File: src/rtl/uart_rx_fifo_if.sv
`default_nettype none
// ============================================================================
//  Module      : uart_rx_fifo_if
//  Description : Serial-side and CPU-read-side signal bundle for uart_rx_fifo.
//                The master modport belongs to the environment, which drives
//                the baud tick, the serial line and the read controls. The
//                slave modport belongs to the receiver, which returns the FIFO
//                head, its occupancy and the sticky error flags.
//  Revision    : 1.0  initial release
// ============================================================================
interface uart_rx_fifo_if #(
  parameter int FIFO_DEPTH = 16
);
  localparam int LEVEL_W = $clog2(FIFO_DEPTH + 1);

  // Serial side and read controls
  logic               baudclk16;
  logic               rxd;
  logic               rd_strobe;
  logic               clr_err;

  // FIFO head, occupancy and status
  logic [7:0]         data;
  logic               ready;
  logic [LEVEL_W-1:0] level;
  logic               overrun;
  logic               frame_err;

  modport master (
    output baudclk16, rxd, rd_strobe, clr_err,
    input  data, ready, level, overrun, frame_err
  );

  modport slave (
    input  baudclk16, rxd, rd_strobe, clr_err,
    output data, ready, level, overrun, frame_err
  );
endinterface
`default_nettype wire

File: src/rtl/uart_rx_fifo.sv
`default_nettype none
// ============================================================================
//  Module      : uart_rx_fifo
//  Description : 8N1 UART receiver timed from a 16x baud tick, feeding a
//                show-ahead receive FIFO read through an edge-detected strobe.
//                Overrun and framing errors are kept as sticky flags.
//  Revision    : 1.0  initial release
// ============================================================================
module uart_rx_fifo #(
  parameter int FIFO_DEPTH  = 16,
  parameter int SYNC_STAGES = 2
) (
  input  wire           clk,
  input  wire           reset,
  uart_rx_fifo_if.slave bus
);

  localparam int AW      = $clog2(FIFO_DEPTH);
  localparam int LEVEL_W = $clog2(FIFO_DEPTH + 1);

  // --------------------------------------------------------------------------
  // rxd synchroniser
  // --------------------------------------------------------------------------
  logic [SYNC_STAGES-1:0] r_sync;
  logic                   w_rxd_s;

  // Shift the raw pin through the synchroniser chain; idles high out of reset
  always_ff @(posedge clk or posedge reset) begin
    if (reset) begin
      r_sync <= '1;
    end else begin
      r_sync <= {r_sync[SYNC_STAGES-2:0], bus.rxd};
    end
  end

  assign w_rxd_s = r_sync[SYNC_STAGES-1];

  // --------------------------------------------------------------------------
  // Receive state machine
  // --------------------------------------------------------------------------
  typedef enum logic [1:0] {
    ST_IDLE  = 2'd0,
    ST_START = 2'd1,
    ST_DATA  = 2'd2,
    ST_STOP  = 2'd3
  } state_t;

  state_t     r_state, w_state_nxt;
  logic [3:0] r_tick,  w_tick_nxt;
  logic [2:0] r_bit,   w_bit_nxt;
  logic [7:0] r_shift, w_shift_nxt;
  // Set after a low stop bit: a new start bit is only accepted once the line
  // has been seen high again, so a held break does not look like frames.
  logic       r_brk,   w_brk_nxt;
  logic       w_push;
  logic       w_frame_set;

  // Register the FSM state, tick/bit counters, shift register and break flag
  always_ff @(posedge clk or posedge reset) begin
    if (reset) begin
      r_state <= ST_IDLE;
      r_tick  <= 4'd0;
      r_bit   <= 3'd0;
      r_shift <= 8'h00;
      r_brk   <= 1'b0;
    end else begin
      r_state <= w_state_nxt;
      r_tick  <= w_tick_nxt;
      r_bit   <= w_bit_nxt;
      r_shift <= w_shift_nxt;
      r_brk   <= w_brk_nxt;
    end
  end

  // Next-state logic; everything advances only on baud tick cycles
  always_comb begin
    w_state_nxt = r_state;
    w_tick_nxt  = r_tick;
    w_bit_nxt   = r_bit;
    w_shift_nxt = r_shift;
    w_brk_nxt   = r_brk;
    w_push      = 1'b0;
    w_frame_set = 1'b0;

    if (bus.baudclk16) begin
      case (r_state)
        ST_IDLE: begin
          if (r_brk) begin
            if (w_rxd_s) begin
              w_brk_nxt = 1'b0;
            end
          end else if (!w_rxd_s) begin
            w_state_nxt = ST_START;
            w_tick_nxt  = 4'd0;
          end
        end

        ST_START: begin
          // Eighth tick after the falling edge is the start-bit midpoint
          if (r_tick == 4'd7) begin
            if (!w_rxd_s) begin
              w_state_nxt = ST_DATA;
              w_tick_nxt  = 4'd0;
              w_bit_nxt   = 3'd0;
            end else begin
              w_state_nxt = ST_IDLE;
            end
          end else begin
            w_tick_nxt = r_tick + 4'd1;
          end
        end

        ST_DATA: begin
          if (r_tick == 4'd15) begin
            w_tick_nxt  = 4'd0;
            w_shift_nxt = {w_rxd_s, r_shift[7:1]};
            if (r_bit == 3'd7) begin
              w_state_nxt = ST_STOP;
            end else begin
              w_bit_nxt = r_bit + 3'd1;
            end
          end else begin
            w_tick_nxt = r_tick + 4'd1;
          end
        end

        ST_STOP: begin
          // Leaving at the stop-bit midpoint leaves half a bit of slack for
          // the next start edge of a back-to-back frame.
          if (r_tick == 4'd15) begin
            w_tick_nxt  = 4'd0;
            w_state_nxt = ST_IDLE;
            if (w_rxd_s) begin
              w_push = 1'b1;
            end else begin
              w_frame_set = 1'b1;
              w_brk_nxt   = 1'b1;
            end
          end else begin
            w_tick_nxt = r_tick + 4'd1;
          end
        end

        default: begin
          w_state_nxt = ST_IDLE;
        end
      endcase
    end
  end

  // --------------------------------------------------------------------------
  // Read strobe edge detect
  // --------------------------------------------------------------------------
  logic r_rd_d;

  // Remember last cycle's strobe so a held strobe pops only once
  always_ff @(posedge clk or posedge reset) begin
    if (reset) begin
      r_rd_d <= 1'b0;
    end else begin
      r_rd_d <= bus.rd_strobe;
    end
  end

  // --------------------------------------------------------------------------
  // Show-ahead FIFO
  // --------------------------------------------------------------------------
  // Pointers carry one extra wrap bit to tell full from empty.
  logic [7:0]  r_mem [FIFO_DEPTH];
  logic [AW:0] r_wptr;
  logic [AW:0] r_rptr;
  logic [AW:0] w_count;
  logic        w_empty;
  logic        w_full;
  logic        w_pop;
  logic        w_wr;
  logic        w_ovr_set;

  assign w_empty   = (r_wptr == r_rptr);
  assign w_full    = (r_wptr[AW] != r_rptr[AW]) &&
                     (r_wptr[AW-1:0] == r_rptr[AW-1:0]);
  assign w_pop     = bus.rd_strobe && !r_rd_d && !w_empty;
  // A full FIFO still accepts a byte when a pop frees a slot on the same edge
  assign w_wr      = w_push && (!w_full || w_pop);
  assign w_ovr_set = w_push && w_full && !w_pop;
  assign w_count   = r_wptr - r_rptr;

  // Advance the write and read pointers
  always_ff @(posedge clk or posedge reset) begin
    if (reset) begin
      r_wptr <= '0;
      r_rptr <= '0;
    end else begin
      if (w_wr) begin
        r_wptr <= r_wptr + 1'b1;
      end
      if (w_pop) begin
        r_rptr <= r_rptr + 1'b1;
      end
    end
  end

  // Storage array; contents are only meaningful between the pointers
  always_ff @(posedge clk) begin
    if (w_wr) begin
      r_mem[r_wptr[AW-1:0]] <= r_shift;
    end
  end

  assign bus.data  = w_empty ? 8'h00 : r_mem[r_rptr[AW-1:0]];
  assign bus.ready = !w_empty;
  assign bus.level = LEVEL_W'(w_count);

  // --------------------------------------------------------------------------
  // Sticky error flags
  // --------------------------------------------------------------------------
  logic r_overrun;
  logic r_frame_err;

  // Set events take priority over a simultaneous clear
  always_ff @(posedge clk or posedge reset) begin
    if (reset) begin
      r_overrun   <= 1'b0;
      r_frame_err <= 1'b0;
    end else begin
      if (w_ovr_set) begin
        r_overrun <= 1'b1;
      end else if (bus.clr_err) begin
        r_overrun <= 1'b0;
      end
      if (w_frame_set) begin
        r_frame_err <= 1'b1;
      end else if (bus.clr_err) begin
        r_frame_err <= 1'b0;
      end
    end
  end

  assign bus.overrun   = r_overrun;
  assign bus.frame_err = r_frame_err;

endmodule
`default_nettype wire

File: src/flat_wrapper.sv
// flat-port wrapper written by rule: the top's interface ports become plain ports
module uart_rx_fifo_flat 
#(
  parameter int FIFO_DEPTH  = 16,
  parameter int SYNC_STAGES = 2
)
  (clk, reset, bus_baudclk16, bus_rxd, bus_rd_strobe, bus_clr_err, bus_data, bus_ready, bus_level, bus_overrun, bus_frame_err);
  uart_rx_fifo_if #(.FIFO_DEPTH(FIFO_DEPTH)) bus_i ();
  input  wire clk;
  input  wire reset;
  input wire logic [$bits(bus_i.baudclk16)-1:0] bus_baudclk16;
  input wire logic [$bits(bus_i.rxd)-1:0] bus_rxd;
  input wire logic [$bits(bus_i.rd_strobe)-1:0] bus_rd_strobe;
  input wire logic [$bits(bus_i.clr_err)-1:0] bus_clr_err;
  output wire logic [$bits(bus_i.data)-1:0] bus_data;
  output wire logic [$bits(bus_i.ready)-1:0] bus_ready;
  output wire logic [$bits(bus_i.level)-1:0] bus_level;
  output wire logic [$bits(bus_i.overrun)-1:0] bus_overrun;
  output wire logic [$bits(bus_i.frame_err)-1:0] bus_frame_err;
  assign bus_i.baudclk16 = bus_baudclk16;
  assign bus_i.rxd = bus_rxd;
  assign bus_i.rd_strobe = bus_rd_strobe;
  assign bus_i.clr_err = bus_clr_err;
  assign bus_data = bus_i.data;
  assign bus_ready = bus_i.ready;
  assign bus_level = bus_i.level;
  assign bus_overrun = bus_i.overrun;
  assign bus_frame_err = bus_i.frame_err;
  uart_rx_fifo #(.FIFO_DEPTH(FIFO_DEPTH), .SYNC_STAGES(SYNC_STAGES)) u_core (.clk(clk), .reset(reset), .bus(bus_i));
endmodule
File: config.mk
export PLATFORM = sky130hd
export DESIGN_NAME = uart_rx_fifo_flat
export DESIGN_NICKNAME = d
export VERILOG_FILES = /design/src/rtl/uart_rx_fifo_if.sv /design/src/rtl/uart_rx_fifo.sv /design/src/flat_wrapper.sv
export SDC_FILE = /design/constraint.sdc
export NUM_CORES = 1
export LEC_CHECK = 0
export ABC_AREA = 1
export CAP_MARGIN = 30
export CORE_MARGIN = 2
export CORE_UTILIZATION = 40
export CTS_BUF_LIST = sky130_fd_sc_hd__clkbuf_4 sky130_fd_sc_hd__clkbuf_8
export DETAILED_ROUTE_END_ITERATION = 10
export GPL_TIMING_DRIVEN = 0
export MAX_ROUTING_LAYER = met4
export PLACE_DENSITY = 0.53
export SETUP_SLACK_MARGIN = 0.5
export SYNTH_ARGS = -nofsm -noshare
export SYNTH_HDL_FRONTEND = slang
export SYNTH_SLANG_ARGS = --single-unit
File: constraint.sdc
create_clock -name clk -period 2.8 [get_ports clk]
set_clock_uncertainty 0.15 [all_clocks]
set_input_delay 0.56 -clock clk [delete_from_list [all_inputs] [get_ports clk]]
set_output_delay 0.56 -clock clk [all_outputs]
set_load 0.01 [all_outputs]
* Yosys cells after proc, flatten, opt, wreduce, memory -nomap -nowiden
Memory sizes are Yosys's and may differ from the RTL's. Index checks and enable logic that the tools add are counted.
Cells by class: add/subtract/negate cells 5, $mul 0, div/mod/pow operators 0, magnitude comparators 0, eq/ne operators 18, shifts and indexed selects 0, mux-type cells 36, bitwise operators 0, reductions and logical operators 22
Operators with widths (number):
- $mux 1 | 16
- $mux 4 | 4
- $mux 2 | 7
- $mux 3 | 4
- $pmux 4 s3 | 1
- $add 5x1->5 const B | 2
- $ne 2x2->1 const B | 5
- $mux 8 | 1
- $ne 2x1->1 const B | 4
- $pmux 2 s4 | 1
- $reduce_bool 2->1 | 4
- $reduce_and 7->1 | 1
- $logic_and 1x1->1 | 6
- $pmux 3 s2 | 1
- $reduce_and 6->1 | 1
- $eq 5x5->1 | 1
- $sub 5x5->5 | 1
- $add 4x1->4 const B | 1
- $eq 2x2->1 const B | 2
- $eq 4x3->1 const B | 1
- $eq 4x4->1 | 1
- $eq 4x4->1 const B | 1
- $logic_not 1->1 | 4
- $reduce_and 4->1 | 1
- other kinds (10) | 10
Storage, ports and cells: register bits 33, bits in latches 0, memory bits (writable) 128, memory bits (read-only) 0, input bits 6, output and inout port bits 16, word-level logic and storage cells 93, memories 1
Memory list:
- u_core.r_mem | depth 16, width 8, rd ports 1, clocked after Yosys merged registers in 0, wr ports 1, line uart_rx_fifo.sv:169 | logic [7:0] r_mem [FIFO_DEPTH];

* Logic depth before layout (Yosys ltp)
word-level depth 7, gate-level depth with buffers 11, gate-level depth less buffers 9

* Worst setup path before layout
Ideal clock, no wire load.
kind register -> output, start register u_core.r_rptr[1], end output bus_data[0], data arrival time 1.813 ns, required time 2.090 ns, setup slack 0.277 ns, stages on the path, launching flop included 10, buffers on the path 2, cell sequence dfrtp_1 -> buf_2 -> clkinv_1 -> buf_2 -> ha_1 -> nand2_1 -> nor2_1 -> nand2_1 -> inv_1 -> a21oi_1
Between the ends: longest elaborated chain between the ends 2, elaborated cells on any way between the ends 3, those cells by class 1 x eq/ne; 1 x mux; 1 x memory
RTL lines:
- start, declared | line uart_rx_fifo.sv:171 | logic [AW:0] r_rptr;
- start signal, assigned | line uart_rx_fifo.sv:198 | r_rptr <= r_rptr + 1'b1;
- $mem_v2 16x8 / $eq 5x5->1 (equally long branches)
- $mux 8 (*) | line uart_rx_fifo.sv:210 | assign bus.data = w_empty ? 8'h00 : r_mem[r_rptr[AW-1:0]];
- end, declared | line flat_wrapper.sv:15 | output wire logic [$bits(bus_i.data)-1:0] bus_data;
Mark *: on every way between the ends. The rest lies on a longest branch, timed or not.

* Final worst setup path
start register u_core.r_rptr[1], end output bus_data[3]
The elaborated chain is that of the path after synthesis.

==> qor.tcl <==
set qor(post_synth_most_frequent_cells) {266 x sky130_fd_sc_hd__nand2_1, 128 x sky130_fd_sc_hd__edfxtp_1, 111 x sky130_fd_sc_hd__inv_1, 84 x sky130_fd_sc_hd__nand3_1, 31 x sky130_fd_sc_hd__dfrtp_1}
set qor(setup_viol) 0
set qor(start_util_pct) 40.98
set qor(power.switching_mw) 3.071
set qor(worstHoldStart) {u_core.r_sync[0]}
set qor(ys.flop_type) {sky130_fd_sc_hd__edfxtp_1}
set qor(route.detailed.wl_per_inst_um) 17.20
set qor(postSynthAreaPerCell_sq_um) 9.740
set qor(core_area_sq_mm) 0.01809
set qor(power.combinational.fraction_pct) 43.8
set qor(grt_use_total_pct) 19.99
set qor(grt.overflow.total) 0
set qor(finalWeightedCongestion) 0.8579
set qor(nFillCells) 1595
set qor(die_area_sq_mm) 0.01964
set qor(synthArstFlopShare_pct) 20.50
set qor(switching_share_pct) 36.37
set qor(timing.max_slew.rel_slack_pct) 46.63
set qor(share_of_cells_above_drive_strength_1_pct) 24.44
set qor(cts.sinks) 161
set qor(worstSetupStartpointType) {register}
set qor(achievable-frequency_ghz) 0.3624
set qor(report.final.slew_viol_count) 0
set qor(detail-route-antenna-nets) 0
set qor(placement.io_buffers) 21
set qor(crit_type) {register to primary output}
set qor(holdBufCountCts) 0
set qor(number_of_clock_buffers_inserted_by_tritoncts) 17
set qor(share_clk_of_total_power_pct) 24.0
set qor(worstPathArrival_ns) 2.05
set qor(maximum_number_of_pins_on_one_net_before_global_route_repair) 21
set qor(syn2layout_area_growth_pct) 28.07
set qor(routed_via_count) 5384
set qor(vias_per_cell) 4.985
set qor(maxCapViolCount) 0
set qor(endpoint_kind) {primary output}
set qor(p_seq_share_pct) 32.2
set qor(hold_slack_ns) 0.2089
set qor(first_global_vias) 5240
set qor(yosysMostFrequentCell) {sky130_fd_sc_hd__nand2_1}
set qor(ctsRootBufferMaster) {sky130_fd_sc_hd__clkbuf_8}
set qor(drcViolationCount) 0
set qor(detailedRoute.firstPassIterationCount) 7
set qor(min_clock_period_post_route_ns) 2.759
set qor(io-pin-count) 22
set qor(synth-seq-area-share_pct) 63.03
set qor(maximum_fanout_along_the_worst_path) 8
set qor(finish.utilization_pct) 52.49
set qor(run_status) {completed}
set qor(cts_tree) {done}
set qor(synth_top_area_cell) {sky130_fd_sc_hd__edfxtp_1}
set qor(synthesis.area_sq_mm) 0.007412
set qor(synthesis.instances) 761
set qor(synth_enable_flop_cells) 128
set qor(power_density_mw_per_mm2) 889.5
set qor(clk_pin_slew_worst_paths_ns) 0.08
set qor(rsz0062_at_grt) {true}
set qor(area.sequential_sq_mm) 0.004673
set qor(required_ns) 2.09
set qor(worst_slew_pin_slew_ns) 0.8005
set qor(worst_min_path_class) {register to register}
set qor(grt_first_pass_wirelength_um) 28670
set qor(report.final.hold_viol_count) 0
set qor(yosys.cell_types.count) 31
set qor(synth_warnings) 0
set qor(ys_ff_latch) 161
set qor(leakage_nw) 4.190
set qor(dieHeight_um) 140.1
set qor(synth.top_cells.by_area) {sky130_fd_sc_hd__edfxtp_1 52%, sky130_fd_sc_hd__nand2_1 13%, sky130_fd_sc_hd__dfrtp_1 10%}
set qor(power.ir.vdd_worst_mv) 0.4591
set qor(cts.path.max_buffers) 2
set qor(grt_antenna_before_repair) 0
set qor(timing.final.crit_share_pct) 98.55
set qor(antenna-diode-count) 0
set qor(finish.net_count) 862
set qor(synthesis.nets) 785
set qor(row_count) 49
set qor(synthDominantCellAreaShare_pct) 51.86
set qor(detailedPlacementHpwl_um) 11890
set qor(drt_iter0_markers) 373
set qor(cp-startpoint) {u_core.r_rptr[1]}
set qor(floorplan.die.width_um) 140.1
set qor(cell_internal_pwr_mw) 5.373
set qor(clock_insertion_delay_worst_skew_ns) 0.47
set qor(wl_um) 18570
set qor(clock_tree.htree_level_count) 4
set qor(multi_input_comb_area_sq_mm) 0.002639
set qor(timing.rr.start) {u_core.r_rptr[1]}
==> kinds of logic (layout without fill, tap and decap cells) <==
group	Yosys count	in the layout	synth area share, %
adders and majority gates	18	18	3.140
xor gates and xnor gates	13	13	1.536
AOI/OAI and AO/OA	37	37	2.566
buffers and inverters	140	230	7.512
DFF	161	161	63.03
and+or+nand+nor	392	392	22.21
==> stage by stage <==
stage               worst slack [ns]  TNS (ns)  power [mW]  std cells  area [sq um]
floorplan                     0.4854         0       4.536        761          7488
global placement             -0.3735    -17.31       5.566       1011          7985
detailed placement           -0.4060    -18.08       5.617       1012          8013
CTS                          0.02778         0       8.080       1064          9020
global route                -0.05683   -0.3051       8.903       1080          9493
finish                       0.04061         0       8.444       1080          9493
==> state kept, by name (all words and copies together), names as in the netlist, named ones only <==
name                  flops
u_core.r_tick             4
u_core.r_state            1
u_core.bus.overrun        1
u_core.r_wptr             5
u_core.r_rptr             5
u_core.r_rd_d             1
u_core.r_sync             2
u_core.r_brk              1
u_core.r_bit              3
u_core.r_shift            8
u_core.bus.frame_err      1
u_core.r_mem            128
==> power by group through the flow <==
stage	logic, mW	registers, mW	clock network, mW
after floorplan	1.80	2.74	0
after global placement	2.81	2.76	0
after detailed placement	2.85	2.76	0
after CTS	3.32	2.71	2.04
after global routing	4.02	2.73	2.15
final	3.70	2.72	2.03
==> worst paths after layout <==
kind                                              end  cells after the start  slack (ns)
max                                       bus_data[3]                     10        0.04
min                                  u_core.r_sync[1]                      0        0.21
max reg2reg                       u_core.r_mem[10][5]                     13        0.50
min reg2reg                          u_core.r_sync[1]                      0        0.21
max in group asynchronous            u_core.r_rptr[0]                      3        1.64
min in group asynchronous  asynchronous set/reset pin                      2        0.32
==> critical path, cell delays in order (launching register included) <==
cell	delay, ns
sky130_fd_sc_hd__dfrtp_1	0.37
sky130_fd_sc_hd__buf_6	0.14
sky130_fd_sc_hd__clkinv_8	0.06
sky130_fd_sc_hd__buf_12	0.12
sky130_fd_sc_hd__ha_4	0.27
sky130_fd_sc_hd__nand2_4	0.05
sky130_fd_sc_hd__nor2_4	0.14
sky130_fd_sc_hd__nand2_4	0.12
sky130_fd_sc_hd__clkinv_8	0.13
sky130_fd_sc_hd__a21oi_2	0.05
sky130_fd_sc_hd__buf_2	0.14
==> area by class of cell <==
cell class	instances	share of cell area [%]
timing repair buffer	58	6.827
clock inverter	9	1.845
multi-input combinational	460	27.80
buffer	25	2.979
sequential	161	49.23
clock buffer	23	3.203
tap	229	3.018
inverter	115	5.101
==> routing by layer <==
layer	wire (um)	part of all wire, %	global-route usage [%]	vias to the layer above
met3	845	4.5	4.342	23
met1	8414	45	26.16	2638
li1	-	-	-	2597
met2	9082	49	31.35	126
met5	0	0	-	-
met4	230	1.2	6.433	0
==> cells in the final DEF, fill, tap and decap left out, types with 5 or more instances in the layout <==
cell type	Yosys	layout
sky130_fd_sc_hd__a21oi_1	13	5
sky130_fd_sc_hd__a21oi_2	0	7
sky130_fd_sc_hd__buf_12	0	14
sky130_fd_sc_hd__buf_2	18	14
sky130_fd_sc_hd__buf_4	1	23
sky130_fd_sc_hd__buf_6	0	11
sky130_fd_sc_hd__bufinv_16	0	5
sky130_fd_sc_hd__clkbuf_4	0	5
sky130_fd_sc_hd__clkbuf_8	0	22
sky130_fd_sc_hd__clkdlybuf4s50_1	0	7
sky130_fd_sc_hd__dfrtp_1	31	30
sky130_fd_sc_hd__edfxtp_1	128	128
sky130_fd_sc_hd__ha_1	17	13
sky130_fd_sc_hd__inv_1	111	103
sky130_fd_sc_hd__inv_2	1	6
sky130_fd_sc_hd__nand2_1	266	244
sky130_fd_sc_hd__nand2_2	3	20
sky130_fd_sc_hd__nand2_4	4	5
sky130_fd_sc_hd__nand3_1	84	62
sky130_fd_sc_hd__nand3_2	1	23
sky130_fd_sc_hd__nor2_1	27	8
sky130_fd_sc_hd__nor2_4	1	18
sky130_fd_sc_hd__o21ai_0	20	18
sky130_fd_sc_hd__xnor2_1	5	5
sky130_fd_sc_hd__xor2_1	8	8
==> what timing repair did <==
item / CTS / global route
gates resized for setup: 157 / 56
pin swaps: 15 / 29
setup buffers: 19 / 13
setup endpoints to repair: 142 / 134
cloned: 1 / 3
Power figures use the tool's default switching activity.
